<file path="src/rtl/usart_receiver_if.sv">
// rtl/usart_receiver_if.sv - byte-receive handshake and serial line bundle for usart_receiver
interface usart_receiver_if;
   logic [15:0] baud_div;
   logic        rx;
   logic        rx_ack;
   logic [7:0]  rx_data;
   logic        rx_ready;
   logic        overrun;
   logic        frame_error;
   logic        busy;

   // consumer side: drives the line, the divisor and the acknowledge
   modport master (
      output baud_div, rx, rx_ack,
      input  rx_data, rx_ready, overrun, frame_error, busy
   );

   // receiver side
   modport slave (
      input  baud_div, rx, rx_ack,
      output rx_data, rx_ready, overrun, frame_error, busy
   );
endinterface

</file>
<file path="src/rtl/usart_receiver.sv">
// rtl/usart_receiver.sv - 8N1 serial receiver with ready/ack holding register
module usart_receiver (
   input logic             clock,
   input logic             reset,
   usart_receiver_if.slave bus
);

   typedef enum logic [2:0] {
      S_IDLE,
      S_START,
      S_DATA,
      S_STOP,
      S_BREAK
   } state_t;

   state_t      state;
   state_t      state_next;

   logic        rx_meta;
   logic        rxs;
   logic [15:0] cnt;
   logic [2:0]  idx;
   logic [7:0]  shreg;
   logic [15:0] div_q;
   logic [15:0] half_m1;
   logic [15:0] full_m1;

   logic [7:0]  data_q;
   logic        ready_q;
   logic        overrun_q;
   logic        ferr_q;

   logic        start_go;
   logic        cnt_clr;
   logic        bit_take;
   logic        good_stop;
   logic        bad_stop;

   assign half_m1 = (div_q >> 1) - 16'd1;
   assign full_m1 = div_q - 16'd1;

   // two-flop synchronizer for the asynchronous line, idles high
   always_ff @(posedge clock or posedge reset) begin
      if (reset) begin
         rx_meta <= 1'b1;
         rxs     <= 1'b1;
      end else begin
         rx_meta <= bus.rx;
         rxs     <= rx_meta;
      end
   end

   // state register
   always_ff @(posedge clock or posedge reset) begin
      if (reset) state <= S_IDLE;
      else       state <= state_next;
   end

   // next-state decode and per-cycle datapath strobes
   always_comb begin
      state_next = state;
      start_go   = 1'b0;
      cnt_clr    = 1'b0;
      bit_take   = 1'b0;
      good_stop  = 1'b0;
      bad_stop   = 1'b0;
      case (state)
         S_IDLE: begin
            if (!rxs) begin
               start_go   = 1'b1;
               state_next = S_START;
            end
         end
         S_START: begin
            if (cnt == half_m1) begin
               cnt_clr    = 1'b1;
               state_next = rxs ? S_IDLE : S_DATA;
            end
         end
         S_DATA: begin
            if (cnt == full_m1) begin
               cnt_clr  = 1'b1;
               bit_take = 1'b1;
               if (idx == 3'd7) state_next = S_STOP;
            end
         end
         S_STOP: begin
            if (cnt == full_m1) begin
               cnt_clr = 1'b1;
               if (rxs) begin
                  good_stop  = 1'b1;
                  state_next = S_IDLE;
               end else begin
                  bad_stop   = 1'b1;
                  state_next = S_BREAK;
               end
            end
         end
         S_BREAK: begin
            if (rxs) state_next = S_IDLE;
         end
         default: state_next = S_IDLE;
      endcase
   end

   // bit timing counter, data index, shift register and latched divisor
   always_ff @(posedge clock or posedge reset) begin
      if (reset) begin
         cnt   <= 16'd0;
         idx   <= 3'd0;
         shreg <= 8'd0;
         div_q <= 16'd0;
      end else begin
         if (start_go) begin
            cnt   <= 16'd0;
            div_q <= bus.baud_div;
         end else if (cnt_clr) begin
            cnt <= 16'd0;
         end else if (state != S_IDLE && state != S_BREAK) begin
            cnt <= cnt + 16'd1;
         end
         if (state == S_START && cnt_clr) idx <= 3'd0;
         else if (bit_take)               idx <= idx + 3'd1;
         if (bit_take) shreg[idx] <= rxs;
      end
   end

   // holding register: a landing byte beats a simultaneous ack
   always_ff @(posedge clock or posedge reset) begin
      if (reset) begin
         data_q    <= 8'd0;
         ready_q   <= 1'b0;
         overrun_q <= 1'b0;
         ferr_q    <= 1'b0;
      end else begin
         ferr_q <= bad_stop;
         if (good_stop) begin
            data_q    <= shreg;
            ready_q   <= 1'b1;
            overrun_q <= bus.rx_ack ? 1'b0 : (ready_q | overrun_q);
         end else if (bus.rx_ack && ready_q) begin
            ready_q   <= 1'b0;
            overrun_q <= 1'b0;
         end
      end
   end

   assign bus.rx_data     = data_q;
   assign bus.rx_ready    = ready_q;
   assign bus.overrun     = overrun_q;
   assign bus.frame_error = ferr_q;
   assign bus.busy        = (state != S_IDLE);

endmodule

</file>
<file path="src/flat_wrapper.sv">
// flat-port wrapper written by rule: the top's interface ports become plain ports
module usart_receiver_flat 
  (clock, reset, bus_baud_div, bus_rx, bus_rx_ack, bus_rx_data, bus_rx_ready, bus_overrun, bus_frame_error, bus_busy);
  usart_receiver_if bus_i ();
  input logic clock;
  input logic reset;
  input wire logic [$bits(bus_i.baud_div)-1:0] bus_baud_div;
  input wire logic [$bits(bus_i.rx)-1:0] bus_rx;
  input wire logic [$bits(bus_i.rx_ack)-1:0] bus_rx_ack;
  output wire logic [$bits(bus_i.rx_data)-1:0] bus_rx_data;
  output wire logic [$bits(bus_i.rx_ready)-1:0] bus_rx_ready;
  output wire logic [$bits(bus_i.overrun)-1:0] bus_overrun;
  output wire logic [$bits(bus_i.frame_error)-1:0] bus_frame_error;
  output wire logic [$bits(bus_i.busy)-1:0] bus_busy;
  assign bus_i.baud_div = bus_baud_div;
  assign bus_i.rx = bus_rx;
  assign bus_i.rx_ack = bus_rx_ack;
  assign bus_rx_data = bus_i.rx_data;
  assign bus_rx_ready = bus_i.rx_ready;
  assign bus_overrun = bus_i.overrun;
  assign bus_frame_error = bus_i.frame_error;
  assign bus_busy = bus_i.busy;
  usart_receiver u_core (.clock(clock), .reset(reset), .bus(bus_i));
endmodule
</file>
<file path="config.mk">
export PLATFORM = sky130hd
export DESIGN_NAME = usart_receiver_flat
export DESIGN_NICKNAME = d
export VERILOG_FILES = /design/src/rtl/usart_receiver_if.sv /design/src/rtl/usart_receiver.sv /design/src/flat_wrapper.sv
export SDC_FILE = /design/constraint.sdc
export NUM_CORES = 1
export LEC_CHECK = 0
export ABC_CLOCK_PERIOD_IN_PS = 5400
export CORE_UTILIZATION = 25
export DETAILED_ROUTE_END_ITERATION = 8
export DONT_BUFFER_PORTS = 1
export PLACE_DENSITY_LB_ADDON = 0.05
export SYNTH_ARGS = -nofsm -noshare
export SYNTH_HDL_FRONTEND = slang
export SYNTH_SLANG_ARGS = --single-unit
</file>
<file path="constraint.sdc">
create_clock -name clock -period 5.4 [get_ports clock]
set_input_delay 0.54 -clock clock [delete_from_list [all_inputs] [get_ports clock]]
set_output_delay 0.54 -clock clock [all_outputs]
set_load 0.05 [all_outputs]
</file>
==> results.tsv <==
metric	value	unit
grtUsageTotal	0.147	
hold_depth	0	
die-area	0.0159	sq mm
place_inst	563	
syn_area	0.00386	sq mm
tightestPinTransition	0.931	ns
crit_fanout	8	
rsz0062_at_grt	false	
met2_length	5330	um
finalInstanceArea	0.00434	sq mm
power.leakage	0.00180	uW
final-setup-viol-count	0	
post-route-drc-count	0	
dr.max_layer_used	met4	
powerDensity	333	mW/mm^2
outcome	finished, final reports clean	
final_cell_mix	dfrtp_1, nand3_1, mux2_2	
final_max_slew_viol_count	0	
synth_top_family_by_area	simple AND/OR/NAND/NOR gates	
reg2reg_depth	9	
place_area	0.00399	sq mm
wl_met1	5320	um
internal_power	1030	uW
fmax	0.272	GHz
synth_warnings	0	
wirelength	11200	um
cp-end-kind	register	
fin_crit_sh	0.680	
critPathRequiredTime	5.62	ns
syn_inst	405	
synthAdderAreaFrac	0.0162	
criticalPathCategory	reg -> reg	
swShare	0.289	
timing.setup.tns	0	ns
vias	3094	
ios	32	
die_h	126	um
start_kind	register	
clkTransAtPathRegs	0.06	ns
dp_hpwl	8100	um
synth_compound_area_frac	0.144	
synthFlopType	dfrtp_1	
clockPowerShare	0.475	
instances_no_fill	579	
yosys.area_share.simple	0.238	
synthDistinctLibCells	62	
h-tree-depth	3	
areaGrowthSynthToFinish	12.4	%
final-hold-violation-count	0	
worstPathArrival	3.90	ns
grt_pass1_vias	2999	
p_switching	418	uW
cts_setup_buffers	0	
antenna_left	0	
ctsResizeCount	0	
cts_root_buffer	clkbuf_16	
num_antenna_cells	0	
io_buffers	0	
seq_power_share	0.388	
initial_core_util	0.255	
reg2reg_from	u_core.div_q[1]	
fp.dieW	126	um
postCtsHoldBufs	0	
crit_start	u_core.div_q[1]	
synth_nets	430	
vdd_ir_drop_max	0.212	mV
syn_area_per_cell	9.53	sq um
cts_buffers	9	
layout_commonest_cell	dfrtp_1	
finalWorstSetupSlack	1.73	ns
ys_seq_area_frac	0.383	
post-place-ws	1.73	ns
cap_violations	0	
fin_skew	0.00891	ns
synth-xor-area-share	0.0771	
drt_iter0_drc	203	
avgRoutedWirePerCell	19.4	um
synth_seq_cells	59	
drive_gt1_frac	0.169	
grt_overflow	0	
insertion_delay	0.34	ns
cts_buffer_depth	2	
final_net_count	411	
core_area	0.0151	sq mm
num_rows	45	
max-slew-margin-rel	0.375	
synthMuxAreaShare	0.0920	
wl_met3	392	um
synth_edf_count	0	
layout_min_cycle_time	3.67	ns
fillers	1551	
grt_pass1_wl	17500	um
power_frac_comb	0.137	
first_pass_iters	4	
vias_per_cell	5.34	
register_area	0.00148	sq mm
cts_tree	built	
grt_max_degree	60	
multi_input_area	0.00220	sq mm
cts.sinks	59	
min_from	bus_rx	
antenna_found_initial	0	
gp_congestion	0.819	
async_flop_share	1.00	
holdCritPathClass	in -> reg	
-- registers in the layout (all words and copies together), names as in the netlist --
name / cells
u_core.bus.frame_error: 1
u_core.bus.overrun: 1
u_core.bus.rx_data: 8
u_core.bus.rx_ready: 1
u_core.cnt: 16
u_core.div_q: 16
u_core.idx: 3
u_core.rx_meta: 1
u_core.rxs: 1
u_core.shreg: 8
u_core.state: 3
-- worst paths after layout --
| path | end | slack, ns |
|---|---|---|
| setup / recovery | u_core.shreg[3] | 1.73 |
| hold / removal | u_core.rx_meta | 0.19 |
| setup reg to reg | u_core.shreg[3] | 1.73 |
| hold reg to reg | u_core.rxs | 0.36 |
| max in group asynchronous | u_core.div_q[14] | 4.54 |
| min in group asynchronous | u_core.div_q[7] | 0.32 |
-- critical path, cell delays in order, from the launching register on --
cell and delay [ns]:
dfrtp_1 0.42, inv_1 0.20, ha_1 0.32, nor4b_4 0.48, o211ai_2 0.15, a2111oi_2 0.41
nand4_1 0.21, or4_1 0.71, nor4_2 0.32, mux2_1 0.34
-- cell type report --
cell class              instances  area share
multi-input cells             301       0.507
flip-flops and latches         59       0.341
clock buffers                  10      0.0550
well taps                     188      0.0542
clock inverters                 6      0.0259
repair buffers                  5     0.00865
inverters                      10     0.00865
-- synthesized netlist by cell type (all sizes together) (2+ instances only) --
| library cell | instances | area, sq um |
|---|---|---|
| a2111oi | 2 | 23.8 |
| a211oi | 5 | 37.5 |
| a21oi | 12 | 60.1 |
| a22oi | 2 | 15.0 |
| a31oi | 21 | 131 |
| a32oi | 3 | 26.3 |
| a41oi | 2 | 17.5 |
| and2 | 3 | 18.8 |
| and3 | 10 | 62.6 |
| and4 | 5 | 45.0 |
| and4b | 2 | 20.0 |
| buf | 9 | 55.1 |
| clkbuf | 26 | 98.8 |
| dfrtp | 57 | 1430 |
| dfstp | 2 | 52.6 |
| ha | 5 | 62.6 |
| inv | 10 | 37.5 |
| mux2 | 28 | 315 |
| mux2i | 4 | 40.0 |
| nand2 | 19 | 71.3 |
| nand2b | 7 | 43.8 |
| nand3 | 26 | 135 |
| nand3b | 7 | 52.6 |
| nand4 | 12 | 75.1 |
| nor2 | 18 | 67.6 |
| nor2b | 5 | 31.3 |
| nor3 | 8 | 40.0 |
| nor4 | 13 | 139 |
| o2111a | 2 | 22.5 |
| o21a | 3 | 22.5 |
| o21ai | 18 | 90.1 |
| or2 | 2 | 12.5 |
| or3 | 3 | 18.8 |
| or4 | 3 | 22.5 |
| xnor2 | 19 | 166 |
| xor2 | 15 | 131 |
-- routing by layer --
layer  GRT usage  vias to the layer above
li1            -                     1474
met1       0.190                     1550
met2       0.235                       56
met3      0.0416                       14
met4      0.0503                        0
met5           0                        -
-- cells by family (layout without fill, tap and decap cells) --
logic type | Yosys count | after routing
AO/OA/AOI/OAI | 82 | 82
XOR/XNOR | 34 | 34
adder cells (fa/ha/maj) | 5 | 5
buffers and inverters | 45 | 31
flip-flops | 59 | 59
multiplexers | 32 | 32
AND/OR/NAND/NOR | 148 | 148
-- through the flow --
stage | utilization | hold WS (ns) | power (uW)
3_3_place_gp | 0.263 | 0.350 | 768
6_report | 0.287 | 0.193 | 1450
3_5_place_dp | 0.263 | 0.348 | 767
2_1_floorplan | - | 0.345 | 706
4_1_cts | 0.287 | 0.174 | 1470
5_1_grt | 0.287 | 0.172 | 1520
-- power by group through the flow --
stage	clock [uW]	combinational [uW]	sequential (uW)
3_3_place_gp	0	198	569
5_1_grt	727	219	570
4_1_cts	713	199	561
2_1_floorplan	0	201	505
6_report	686	198	561
3_5_place_dp	0	198	569
(Power assumes the default switching activity.)
